`src/rtl/adc_pkg.sv`:
```
// Shared definitions for the ADC capture front end and the wavelet filter stage.
package adc_pkg;

   // Capture state machine encoding
   typedef enum logic [1:0] {
      ST_IDLE   = 2'd0,
      ST_SETTLE = 2'd1,
      ST_RUN    = 2'd2
   } adc_state_e;

   // Default sample width, decimation and settle length shared with the filter chain
   localparam int ADC_DW_DEF       = 10;
   localparam int ADC_DEC_LOG2_DEF = 2;
   localparam int ADC_SETTLE_DEF   = 16;

endpackage

```
`src/rtl/adc_out_slot.sv`:
```
// Single-entry valid/ready output holding register with drop detection
// and a sticky overflow flag.
module adc_out_slot #(
   parameter int DW = 10
) (
   input  logic          clk,
   input  logic          rst_n,
   input  logic          load,
   input  logic [DW-1:0] load_data,
   input  logic          ready,
   input  logic          ovf_clr,
   output logic [DW-1:0] data,
   output logic          valid,
   output logic          overflow
);

   logic [DW-1:0] data_q, data_d;
   logic          valid_q, valid_d;
   logic          ovf_q, ovf_d;
   logic          drop;

   // Load when the slot is empty or drained this cycle; otherwise the new result is lost
   always_comb begin
      data_d  = data_q;
      valid_d = valid_q;
      ovf_d   = ovf_q;
      drop    = load & valid_q & ~ready;
      if (load && (!valid_q || ready)) begin
         data_d  = load_data;
         valid_d = 1'b1;
      end else if (valid_q && ready) begin
         valid_d = 1'b0;
      end
      // A drop in the same cycle as a clear wins, so no loss goes unreported
      if (drop)         ovf_d = 1'b1;
      else if (ovf_clr) ovf_d = 1'b0;
   end

   // Slot registers
   always_ff @(posedge clk or negedge rst_n) begin
      if (!rst_n) begin
         data_q  <= '0;
         valid_q <= 1'b0;
         ovf_q   <= 1'b0;
      end else begin
         data_q  <= data_d;
         valid_q <= valid_d;
         ovf_q   <= ovf_d;
      end
   end

   assign data     = data_q;
   assign valid    = valid_q;
   assign overflow = ovf_q;

endmodule

```
`src/rtl/adc_sample_front.sv`:
```
// ADC capture front end: drives the conversion clock at clk/2, drops the
// settling samples after each start, then block-averages 2^DEC_LOG2 captures
// into a rounded result handed to the output slot.
module adc_sample_front
   import adc_pkg::*;
#(
   parameter int DW       = ADC_DW_DEF,
   parameter int DEC_LOG2 = ADC_DEC_LOG2_DEF,
   parameter int SETTLE   = ADC_SETTLE_DEF
) (
   input  logic          clk,
   input  logic          reset,
   input  logic          en,
   input  logic [DW-1:0] adc_data,
   output logic          adc_clk,
   output logic [DW-1:0] samp_data,
   output logic          samp_valid,
   input  logic          samp_ready,
   output logic          overflow,
   input  logic          ovf_clr,
   output logic          busy
);

   localparam int AW = DW + DEC_LOG2;
   localparam int CW = DEC_LOG2 + 1;
   // Half an LSB of the shifted result; zero in pass-through mode
   localparam logic [AW:0]   RND_V       = (AW+1)'((2 ** DEC_LOG2) / 2);
   localparam logic [CW-1:0] DEC_LAST    = CW'((2 ** DEC_LOG2) - 1);
   localparam logic [7:0]    SETTLE_LAST = 8'(SETTLE - 1);

   adc_state_e    state_q, state_d;
   logic          ph_q, ph_d;
   logic [7:0]    settle_cnt_q, settle_cnt_d;
   logic [CW-1:0] dec_cnt_q, dec_cnt_d;
   logic [AW-1:0] acc_q, acc_d;
   logic [AW:0]   sum;
   logic          res_vld;
   logic [DW-1:0] res_data;

   // Next-state: phase toggle, settle/decimation counting and accumulation
   always_comb begin
      state_d      = state_q;
      ph_d         = ph_q;
      settle_cnt_d = settle_cnt_q;
      dec_cnt_d    = dec_cnt_q;
      acc_d        = acc_q;
      res_vld      = 1'b0;
      sum          = {1'b0, acc_q} + (AW+1)'(adc_data) + RND_V;
      res_data     = DW'(sum >> DEC_LOG2);
      case (state_q)
         ST_IDLE: begin
            ph_d = 1'b0;
            if (en) begin
               state_d      = ST_SETTLE;
               settle_cnt_d = '0;
               dec_cnt_d    = '0;
               acc_d        = '0;
            end
         end
         ST_SETTLE, ST_RUN: begin
            if (!en) begin
               // Partial group is abandoned; a restart always re-settles
               state_d      = ST_IDLE;
               ph_d         = 1'b0;
               settle_cnt_d = '0;
               dec_cnt_d    = '0;
               acc_d        = '0;
            end else begin
               ph_d = ~ph_q;
               // ph high before the edge marks the ADC capture edge
               if (ph_q) begin
                  if (state_q == ST_SETTLE) begin
                     settle_cnt_d = settle_cnt_q + 8'd1;
                     if (settle_cnt_q == SETTLE_LAST) state_d = ST_RUN;
                  end else if (dec_cnt_q == DEC_LAST) begin
                     res_vld   = 1'b1;
                     acc_d     = '0;
                     dec_cnt_d = '0;
                  end else begin
                     acc_d     = acc_q + AW'(adc_data);
                     dec_cnt_d = dec_cnt_q + CW'(1);
                  end
               end
            end
         end
         default: begin
            state_d = ST_IDLE;
            ph_d    = 1'b0;
         end
      endcase
   end

   // Control and datapath registers
   always_ff @(posedge clk or negedge reset) begin
      if (!reset) begin
         state_q      <= ST_IDLE;
         ph_q         <= 1'b0;
         settle_cnt_q <= '0;
         dec_cnt_q    <= '0;
         acc_q        <= '0;
      end else begin
         state_q      <= state_d;
         ph_q         <= ph_d;
         settle_cnt_q <= settle_cnt_d;
         dec_cnt_q    <= dec_cnt_d;
         acc_q        <= acc_d;
      end
   end

   assign adc_clk = ph_q;
   assign busy    = (state_q != ST_IDLE);

   adc_out_slot #(.DW(DW)) u_slot (
      .clk       (clk),
      .rst_n     (reset),
      .load      (res_vld),
      .load_data (res_data),
      .ready     (samp_ready),
      .ovf_clr   (ovf_clr),
      .data      (samp_data),
      .valid     (samp_valid),
      .overflow  (overflow)
   );

endmodule

```
`config.mk`:
```
export PLATFORM = sky130hd
export DESIGN_NAME = adc_sample_front
export DESIGN_NICKNAME = d
export VERILOG_FILES = /design/src/rtl/adc_pkg.sv /design/src/rtl/adc_out_slot.sv /design/src/rtl/adc_sample_front.sv
export SDC_FILE = /design/constraint.sdc
export NUM_CORES = 1
export LEC_CHECK = 0
export CAP_MARGIN = 40
export CORE_MARGIN = 3
export CORE_UTILIZATION = 28
export CTS_BUF_LIST = sky130_fd_sc_hd__clkbuf_4
export CTS_CLUSTER_SIZE = 30
export DETAILED_ROUTE_END_ITERATION = 7
export PLACE_DENSITY = 0.42
export SYNTH_ARGS = -nofsm -noshare
export SYNTH_HDL_FRONTEND = slang
export SYNTH_SLANG_ARGS = --single-unit
export TNS_END_PERCENT = 20
```
`constraint.sdc`:
```
create_clock -name clk -period 3.25 [get_ports clk]
set_input_delay 0.65 -clock clk [delete_from_list [all_inputs] [get_ports clk]]
set_output_delay 0.65 -clock clk [all_outputs]
set_load 0.01 [all_outputs]
```
# == After elaboration in Yosys (flattened, before gate mapping) ==
# Cells that the tools add are included.
# totals
register_bits,38
mem_count,0
ram_bits,0
latch_bits,0
wordCells,73
rom_bits,0
inputBits,15
output_inout_bits,14
# op_classes
reduce_logical,13
muxes,34
n_mul,0
n_div,0
shifts,0
n_eq_ne,9
n_lt_le_gt_ge,0
n_addsub,5
bitwise,4
# op_table
cell,count
$mux W12,5
$mux W8,4
$add A12 B10 Y12,2
$pmux W12 S2,1
$pmux W8 S2,1
$mux W3,5
$add A12 B2 Y12 const B,1
$ne A3 B3 Y1 const B,4
$reduce_and A4 Y1,3
$mux W1,11
$mux W2,5
$add A8 B1 Y8 const B,1
$eq A8 B4 Y1 const B,1
$reduce_bool A2 Y1,4
$pmux W3 S2,1
$pmux W2 S2,1
$add A3 B1 Y3 const B,1
$eq A3 B2 Y1 const B,1
$and A1 B1 Y1,2
$eq A2 B1 Y1 const B,1
$eq A2 B2 Y1 const B,1
$logic_and A1 B1 Y1,2
$logic_not A2 Y1,1
$ne A2 B2 Y1 const B,1
4 further kinds,5

# == Depth between registers and ports, before layout ==
# Gate-level depths: netlist of the first run.
# logic_depth
ltp_word,9
depth_mapped,9
depth_no_buf,9

# == By module ==
# From an unflattened synthesis of the first run, not the netlist that was laid out.
# unflattened
cells_unflattened,277
hier_area_um2,2796.4
# by_module_without_submodules
module,cells_per_inst,area_each_um2,seq_area_each_um2,n_inst
adc_sample_front,249,2303.5,650.6,1
adc_out_slot,28,493.0,300.3,1

# == Worst setup path after synthesis of the first run ==
# OpenSTA, ideal clock, no wires.
# synth_timing
path_kind,input to register
from,input port adc_data[6]
to,register u_slot.data_q[6] (netlist: u_slot.data[6])
required_ns,3.130
path_stages,7
path_buffers,0
setup_slack_ns,0.667
setup_time_ns,0.120
arrival_time_ns,2.463
path_cell_list,ha_1 -> inv_1 -> fa_1 -> and3b_1 -> or3_1 -> or3_1 -> a31o_2
# synth_between
elab_chain_cells,2
# synth_lines
item,line,rtl
"start, declared",adc_sample_front.sv:14,"input logic [DW-1:0] adc_data,"
$add A12 B10 Y12,adc_sample_front.sv:48,"sum = {1'b0, acc_q} + (AW+1)'(adc_data) + RND_V;"
$add A12 B2 Y12,adc_sample_front.sv:48,
"end signal, assigned",adc_out_slot.sv:46,data_q <= data_d;
"end, declared",adc_out_slot.sv:17,"logic [DW-1:0] data_q, data_d;"
# No other way between the ends.
# A chain may end at the register's enable or synchronous reset.

# == Worst setup path in the final report of the first run ==
# layout_timing
from,input port adc_data[1]
to,register u_slot.data_q[9] (netlist: u_slot.data[9])
# The elaborated chain is that of the path after synthesis.

==> metrics.md, run 1 <==
| Metric | Value |
|---|---|
| Status | complete, no violations |
| Core Region | 9460 um^2 |
| Synth Warn # | 0 |
| M1 WL | 3.20 mm |
| Placed Area | 3300 um^2 |
| Initial Util | 29.4% |
| Crit Path Max Fanout | 3 |
| Net Sw Frac | 43.5% |
| Share of layout cells above drive strength 1 | 9.01% |
| Worst skew pair latency | 0.36 ns |
| Iteration-0 DRC Markers | 56 |
| Final-report max-slew violation count | 0 |
| Sinks on the clock net | 38 |
| Sequential fraction of the synthesis area | 34.2% |
| Ys async rst share | 100% |
| Slew margin rel. | 62.7% |
| Area of the die | 11200 um^2 |
| # Post-CTS Setup Buffers | 0 |
| WL met3 | 174 um |
| Mapped cell area | 2780 um^2 |
| Hold buffers post-CTS | 0 |
| Final WL | 6.56 mm |
| Final period util | 88.4% |
| Die X | 106 um |
| Part of the power in the clock network | 14.1% |
| Area leader, netlist | dfrtp_1 |
| P_int | 1.04 mW |
| H-tree depth | 2 |
| Switch Pwr | 0.798 mW |
| Post-synth top flop | dfrtp_1 |
| Die H | 106 um |
| Final ANT Viol Nets | 0 |
| CP peak stage delay | 0.49 ns |
| Row count | 35 |
| DRC viols | 0 |
| Congestion Overflow GR | 0 |
| Vias in the first global route | 2264 |
| Arrival time at the worst endpoint | 3.14 ns |
| Hpwl dp | 5.13 mm |
| Synth top area cells | dfrtp_1 34%, ha_1 11%, fa_1 6.5%, nand2_1 5.0%, o21ai_0 4.3% |
| Crit path max-delay cell type | clkdlybuf4s50_1 |
| Register area | 951 um^2 |
| Fillers | 998 |
| CP endpoint kind | register |
| Clk slew on worst S/H paths | 0.14 ns |
| Maximum vdd drop | 0.168 mV |
| Logic pwr share | 53.6% |
| Crit-path cells | clkdlybuf4s50_1, inv_1, ha_1, nand2b_1, fa_1, o21bai_1, and4b_1, o311ai_0, and3_1, o31ai_1 |
| RSZ-0062 raised after global routing | no |
| Max Cap Viol | 0 |
| EDFF count, synth | 0 |
| Fin area | 3360 um^2 |
| Area Growth Syn to Fin | 20.9% |
| FF+latch count, synth | 38 |
| HP Class | input port to asynchronous set/reset pin |
| Drt pass-1 iters | 4 |
| WP buf/inv | 2 |
| Average wire per standard cell | 13.9 um |
| Max Freq | 348 MHz |
| Hold Violations, Final | 0 |
| WS Path Type | input port to register |
| Ports | 29 |
| Placer Congestion | 0.739 |
| Area of the multi-input gates | 1700 um^2 |
| Top-area cell type share of the netlist area | 34.2% |
| CP Launch Type | input port |
| Overall routing resource usage | 12.3% |
| Top routing layer in use | met4 |
| Crit path max-delay family | adder cells |
| Largest net degree at the start of global routing | 22 |
| Crit path time final | 2.87 ns |
| Power per cell area | 547 nW/um^2 |
| Setup violators final | 0 |
| Initial antenna violation count | 0 |
| Metal2 WL | 3.11 mm |
| Global-route wire length before repair | 11.1 mm |
| Finished Core Util | 35.5% |
| Via Count | 2268 |
| Syn_area_per_cell | 9.26 um^2 |
| CTS root buffer | clkbuf_4 |
| Final Skew | 0.0133 ns |
| CTS tree | done |
| Leakage power | 1.50 nW |
| I/O Buffers | 28 |
| Worst-Margin Slew | 0.555 ns |
| Fin Setup TNS | 0 ns |
| Via density | 4.79 |
| Syn Inst Count | 300 |
| Count of cell types in the netlist | 54 |
| Req. time, crit path | 3.52 ns |
| Clock buffer depth | 2 |
| Nets | 391 |
| Resized cells post-CTS | 0 |
| Diode count | 0 |
| Number of buffers created by CTS | 5 |
| Register share of total power | 32.3% |
| Post-Syn Nets | 348 |
## per-layer routing
metal / track usage [%] / vias up
li1: - / 1157
met4: 3.05 / 0
met1: 16.2 / 1075
met2: 20.8 / 30
met3: 2.27 / 6
met5: 0 / -
## flip-flops by register name (all words and copies together), names as in the netlist
register,cells
state_q,2
u_slot.data,10
u_slot.valid,1
adc_clk,1
acc_q,12
u_slot.overflow,1
dec_cnt_q,3
settle_cnt_q,8
## power by group through the flow
| stage | registers, mW | clock network (mW) | logic (mW) |
|---|---|---|---|
| 4_1_cts | 0.595 | 0.277 | 0.999 |
| 3_5_place_dp | 0.604 | 0 | 0.995 |
| 6_report | 0.593 | 0.259 | 0.985 |
| 3_3_place_gp | 0.605 | 0 | 0.992 |
| 5_1_grt | 0.606 | 0.292 | 1.12 |
| 2_1_floorplan | 0.591 | 0 | 0.693 |
## worst paths after layout
kind,from,to,slack (ns),cells past startpoint
setup reg to reg,acc_q[1],u_slot.data[9],0.76,9
setup / recovery,adc_data[1],u_slot.data[9],0.38,10
hold reg to reg,u_slot.data[2],u_slot.data[2],0.49,2
max in group asynchronous,reset,settle_cnt_q[7],2.56,2
min in group clk,u_slot.data[2],u_slot.data[2],0.49,2
hold / removal,reset,dec_cnt_q[2],0.21,1
## synthesized netlist by cell type (6+ instances only)
cell type,n
dfrtp_1,38
nand2_1,37
inv_1,25
ha_1,24
o21ai_0,24
nor2_1,18
a21oi_1,9
fa_1,9
nand3_1,9
xnor2_1,9
xor2_1,7
a211oi_1,6
a31oi_1,6
nand2b_1,6
## cells in the final DEF (no fill, tap or decap), types with 3 or more instances in the layout
cell / synthesis / layout
clkdlybuf4s50_1: 0 / 27
xnor2_1: 9 / 9
o31ai_1: 4 / 4
and3_1: 4 / 4
a21o_1: 3 / 3
a211oi_1: 6 / 6
a22o_1: 3 / 3
nor2_1: 18 / 18
nor3_1: 4 / 4
nand2_1: 37 / 37
a21oi_1: 9 / 9
dfrtp_1: 38 / 38
inv_1: 25 / 25
nand3_1: 9 / 9
ha_1: 24 / 24
a31oi_1: 6 / 6
o21ai_0: 24 / 24
fa_1: 9 / 9
xor2_1: 7 / 7
o21bai_1: 3 / 3
nand2b_1: 6 / 6
nor4_1: 3 / 3
clkbuf_4: 0 / 5
o21a_1: 3 / 3
buf_4: 2 / 14
nand4_1: 4 / 4
## layout make-up
cell class	count	share of cell area, %
Sequential cell	38	28.3
Clock inverter	3	0.484
Clock buffer	5	1.12
Tap cell	129	4.81
Timing Repair Buffer	43	11.9
Inverter	25	2.79
Multi-Input combinational cell	230	50.6
## kinds of logic after synthesis
kind of cell | share of synthesized area (%)
DFF | 34.2
and+or+nand+nor | 17.5
buffers and inverters | 4.64
adders and majority gates | 17.3
xor gates and xnor gates | 5.05
AOI/OAI and AO/OA | 20.5
muxes | 0.721
## metrics by stage
stage	hold slack [ns]	setup WS [ns]	cells	total power [mW]
final	0.213	0.378	473	1.84
after global routing	0.228	0.315	473	2.02
after CTS	0.214	0.376	473	1.87
after detailed placement	0.469	-0.00307	465	1.60
after global placement	0.459	0.0431	464	1.60
after floorplan	0.354	0.667	300	1.28
Note: power is estimated with default switching activity, not from simulation.
==> run 2, diff against run 1 <==
--- a/config.mk
+++ b/config.mk
@@ -7,10 +7,10 @@
 export LEC_CHECK = 0
 export CAP_MARGIN = 40
-export CORE_MARGIN = 3
-export CORE_UTILIZATION = 28
+export CORE_MARGIN = 2
+export CORE_UTILIZATION = 55
 export CTS_BUF_LIST = sky130_fd_sc_hd__clkbuf_4
 export CTS_CLUSTER_SIZE = 30
 export DETAILED_ROUTE_END_ITERATION = 7
-export PLACE_DENSITY = 0.42
+export PLACE_DENSITY = 0.75
 export SYNTH_ARGS = -nofsm -noshare
 export SYNTH_HDL_FRONTEND = slang
==> constraint.sdc (replaced) <==
create_clock -name clk -period 3.25 [get_ports clk]
set_input_delay 0.65 -clock clk [delete_from_list [all_inputs] [get_ports clk]]
set_output_delay 0.65 -clock clk [all_outputs]
set_load 0.05 [all_outputs]
==> metrics.md, run 2 (synthesis gave the netlist of run 1 again) <==
| Metric | Value |
|---|---|
| CTS tree | done |
| Clk slew on worst S/H paths | 0.13 ns |
| Global-route wire length before repair | 9.83 mm |
| Congestion Overflow GR | 0 |
| Overall routing resource usage | 23.0% |
| Vias in the first global route | 2196 |
| HP Class | input port to asynchronous set/reset pin |
| # Post-CTS Setup Buffers | 0 |
| RSZ-0062 raised after global routing | no |
| Max Cap Viol | 0 |
| Fillers | 399 |
| CP peak stage delay | 0.48 ns |
| Arrival time at the worst endpoint | 3.16 ns |
| Setup violators final | 0 |
| Number of buffers created by CTS | 5 |
| I/O Buffers | 28 |
| Drt pass-1 iters | 4 |
| Resized cells post-CTS | 0 |
| WP buf/inv | 2 |
| Row count | 25 |
| Maximum vdd drop | 0.394 mV |
| Fin Setup TNS | 0 ns |
| Power Total | 1.85 mW |
| Final period util | 88.4% |
| Status | complete, no violations |
| Most frequent cells in the layout | 38 x dfrtp_1, 37 x nand2_1, 27 x clkdlybuf4s50_1 |
| Largest net degree at the start of global routing | 22 |
| Final ANT Viol Nets | 0 |
| CP endpoint kind | register |
| Max FFs per register | 12 |
| Hold buffers post-CTS | 0 |
| Power per cell area | 568 nW/um^2 |
| Commonest non-fill, non-tap cell in the layout | dfrtp_1 |
| Top routing layer in use | met4 |
| Crit path max-delay family | adder cells |
| Register area | 951 um^2 |
| Area Growth Syn to Fin | 17.2% |
| Core Region | 4790 um^2 |
| Crit path time final | 2.87 ns |
| Iteration-0 DRC Markers | 86 |
| Worst-Margin Slew | 0.507 ns |
| Leakage power | 1.48 nW |
| Die H | 75.1 um |
| Ports | 29 |
| Placer Congestion | 0.828 |
| Clock buffer depth | 2 |
| Crit path max-delay cell type | clkdlybuf4s50_1 |
| CP Launch Type | input port |
| Worst r2r path cells | 9 |
| Average wire per standard cell | 14.3 um |
| Req. time, crit path | 3.54 ns |
| Slew margin rel. | 65.8% |
| Worst skew pair latency | 0.36 ns |
| Hold Violations, Final | 0 |
| Nets | 386 |
| Share of layout cells above drive strength 1 | 7.96% |
| M1 WL | 2.67 mm |
| Worst path depth | 10 |
| DRC viols | 0 |
| Initial Util | 58.0% |
| Sinks on the clock net | 38 |
| Die X | 75.1 um |
| Final WL | 5.81 mm |
| Crit-path cells | clkdlybuf4s50_1, inv_1, ha_1, nand2b_1, fa_1, o21bai_1, and4b_1, o311ai_0, and3_1, o31ai_1 |
| WL met3 | 200 um |
| Crit Path Max Fanout | 3 |
| Largest reg by FF count | acc_q |
| Hpwl dp | 4.59 mm |
| Via density | 5.65 |
| Final Skew | 0.0102 ns |
| H-tree depth | 2 |
| Via Count | 2293 |
| Final-report max-slew violation count | 0 |
| Area of the multi-input gates | 1700 um^2 |
| Max Freq | 348 MHz |
| Area of the die | 5630 um^2 |
| Initial antenna violation count | 0 |
| Diode count | 0 |
| CTS root buffer | clkbuf_4 |
| Metal2 WL | 2.80 mm |
| WS Path Type | input port to register |
run 2: area by class of cell:
type                    count  area share [%]
inverters                  25            2.88
flip-flops and latches     38            29.2
clock inverters             3           0.653
multi-input cells         230            52.2
well taps                  67            2.57
repair buffers             38            11.4
clock buffers               5            1.15
run 2: path summary, 6_finish.rpt:
| check | startpoint | to | slack (ns) |
|---|---|---|---|
| worst min register to register | u_slot.data[8] | u_slot.data[8] | 0.49 |
| worst min-delay path | reset | u_slot.data[6] | 0.21 |
| worst max register to register | acc_q[1] | u_slot.data[9] | 0.76 |
| max in group asynchronous | reset | settle_cnt_q[2] | 2.58 |
| worst max-delay path | adc_data[1] | u_slot.data[9] | 0.38 |
| min in group clk | u_slot.data[8] | u_slot.data[8] | 0.49 |
run 2: routing by layer:
| layer | track usage (%) | vias up |
|---|---|---|
| met2 | 38.8 | 46 |
| met5 | 0 | - |
| met4 | 7.74 | 0 |
| li1 | - | 1143 |
| met1 | 29.6 | 1090 |
| met3 | 4.55 | 14 |
run 2: worst reg2reg max path: cells and delay by family, from the launching register on:
kind                       cells  cell delay [ns]
and+or+nand+nor                3             0.66
adders and majority gates      2             0.66
buffers and inverters          1             0.11
DFF                            1             0.42
AOI/OAI and AO/OA              3             0.59
run 2: through the flow:
stage | utilization, % | cell area [um^2] | instances | setup WS, ns | hold slack, ns
floorplan | - | 2780 | 300 | 0.667 | 0.354
global placement | 66.2 | 3170 | 397 | 0.0695 | 0.460
detailed placement | 66.8 | 3200 | 398 | 0.00249 | 0.470
CTS | 68.0 | 3260 | 406 | 0.394 | 0.218
global route | 68.0 | 3260 | 406 | 0.229 | 0.224
finish | 68.0 | 3260 | 406 | 0.376 | 0.206
run 2: power breakdown:
group / internal (mW) / switching (mW) / leakage (nW) / total [mW]
Clock: 0.0842 / 0.180 / 0.0312 / 0.264
Combinational: 0.411 / 0.577 / 0.925 / 0.989
Sequential: 0.533 / 0.0627 / 0.526 / 0.596
Total: 1.03 / 0.820 / 1.48 / 1.85
==> run 3, diff against run 2 <==
CELL_PAD_IN_SITES_DETAIL_PLACEMENT = 0   (was unset)
CELL_PAD_IN_SITES_GLOBAL_PLACEMENT = 1   (was unset)
CORE_UTILIZATION = 45   (was 55)
PLACE_DENSITY = 0.79   (was 0.75)
==> metrics.md, run 3 (synthesis gave the netlist of run 1 again) <==
| Metric | Value |
|---|---|
| Die H | 82.6 um |
| Crit-path cells | clkdlybuf4s50_1, inv_1, ha_1, nand2b_1, fa_1, o21bai_1, and4b_1, o311ai_0, and3_1, o31ai_1 |
| Max Freq | 344 MHz |
| Max FFs per register | 12 |
| Iteration-0 DRC Markers | 75 |
| Clock buffer depth | 2 |
| Finished Core Util | 54.7% |
| CP peak stage delay | 0.49 ns |
| H-tree depth | 2 |
| Fin area | 3260 um^2 |
| Largest reg by FF count | acc_q |
| Setup violators final | 0 |
| Placed Area | 3210 um^2 |
| Resized cells post-CTS | 0 |
| Most frequent cells in the layout | 38 x dfrtp_1, 37 x nand2_1, 27 x clkdlybuf4s50_1 |
| DRC viols | 0 |
| Hold Violations, Final | 0 |
| Vias in the first global route | 2191 |
| Share of layout cells above drive strength 1 | 7.94% |
| Arrival time at the worst endpoint | 3.18 ns |
| Final Skew | 0.0114 ns |
| Placer Congestion | 0.801 |
| Initial Util | 46.6% |
| Maximum vdd drop | 0.377 mV |
| Worst-Margin Slew | 0.527 ns |
| Largest net degree at the start of global routing | 26 |
| Slew margin rel. | 64.5% |
| CTS root buffer | clkbuf_4 |
| Area of the die | 6820 um^2 |
| Area Growth Syn to Fin | 17.4% |
| Die X | 82.6 um |
| Via density | 5.44 |
| Commonest non-fill, non-tap cell in the layout | dfrtp_1 |
| CP Launch Type | input port |
| # Post-CTS Setup Buffers | 0 |
| Power per cell area | 563 nW/um^2 |
| Clk slew on worst S/H paths | 0.12 ns |
| Nets | 387 |
| Final WL | 5.86 mm |
| Sinks on the clock net | 38 |
| Status | complete, no violations |
| Finished Layout Cells | 415 |
| Worst hold slack | 0.186 ns |
| Overall routing resource usage | 19.3% |
| CP endpoint kind | register |
| Core Region | 5960 um^2 |
| WS Path Type | input port to register |
| Worst skew pair latency | 0.35 ns |
| Drt pass-1 iters | 4 |
| I/O Buffers | 28 |
| Crit path max-delay cell type | clkdlybuf4s50_1 |
| HP Class | input port to asynchronous set/reset pin |
| Global-route wire length before repair | 10.0 mm |
| Req. time, crit path | 3.52 ns |
| Initial antenna violation count | 0 |
| Row count | 28 |
| Crit Path Max Fanout | 3 |
| Hold buffers post-CTS | 0 |
| Congestion Overflow GR | 0 |
| Power Total | 1.83 mW |
| Max Cap Viol | 0 |
| RSZ-0062 raised after global routing | no |
| CTS tree | done |
| Leakage power | 1.48 nW |
| Ports | 29 |
| Number of buffers created by CTS | 5 |
| Diode count | 0 |
| Via Count | 2256 |
| Inst Count DP | 407 |
| Hpwl dp | 4.60 mm |
| Final period util | 89.5% |
| Final ANT Viol Nets | 0 |
| Final-report max-slew violation count | 0 |
| Crit path time final | 2.91 ns |
| Average wire per standard cell | 14.1 um |
-- run 3: cell type report --
cell class | count | area (um^2)
Fill cell | 569 | 2700
Multi-Input combinational cell | 230 | 1700
Sequential cell | 38 | 951
Timing Repair Buffer | 39 | 370
Inverter | 25 | 93.8
Tap cell | 75 | 93.8
Clock buffer | 6 | 45.0
Clock inverter | 2 | 8.76
-- run 3: power by group --
| part | switching [mW] | internal (mW) | leakage, nW |
|---|---|---|---|
| Clock | 0.164 | 0.0898 | 0.0331 |
| Sequential | 0.0581 | 0.533 | 0.526 |
| Combinational | 0.575 | 0.414 | 0.925 |
| Total | 0.797 | 1.04 | 1.48 |
-- run 3: final timing paths --
| check | slack (ns) | cells after the start | endpoint | startpoint |
|---|---|---|---|---|
| min | 0.19 | 1 | u_slot.data[5] | reset |
| max in group asynchronous | 2.60 | 2 | settle_cnt_q[5] | reset |
| min reg2reg | 0.49 | 2 | u_slot.data[3] | u_slot.data[3] |
| max | 0.34 | 10 | u_slot.data[9] | adc_data[1] |
| min in group clk | 0.49 | 2 | u_slot.data[3] | u_slot.data[3] |
| max reg2reg | 0.72 | 9 | u_slot.data[9] | acc_q[1] |
-- run 3: critical path, delay by kind of cell --
| family | cells | cell delay [ns] |
|---|---|---|
| AO/OA/AOI/OAI | 3 | 0.59 |
| adder cells (fa/ha/maj) | 2 | 0.73 |
| buffers and inverters | 2 | 0.55 |
| AND/OR/NAND/NOR | 3 | 0.66 |
-- run 3: stage by stage --
step	setup TNS [ns]	setup slack (ns)
3_3_place_gp	0	0.0420
4_1_cts	0	0.312
2_1_floorplan	0	0.667
5_1_grt	0	0.189
6_report	0	0.341
3_5_place_dp	-0.0576	-0.0576
-- run 3: metal layers --
layer | vias to the layer above | global-route usage, % | part of all wire, %
met5 | - | 0 | 0
met4 | 0 | 5.41 | 1.1
met3 | 8 | 3.48 | 3.4
met2 | 38 | 34.0 | 49
met1 | 1063 | 24.2 | 46
li1 | 1147 | - | -
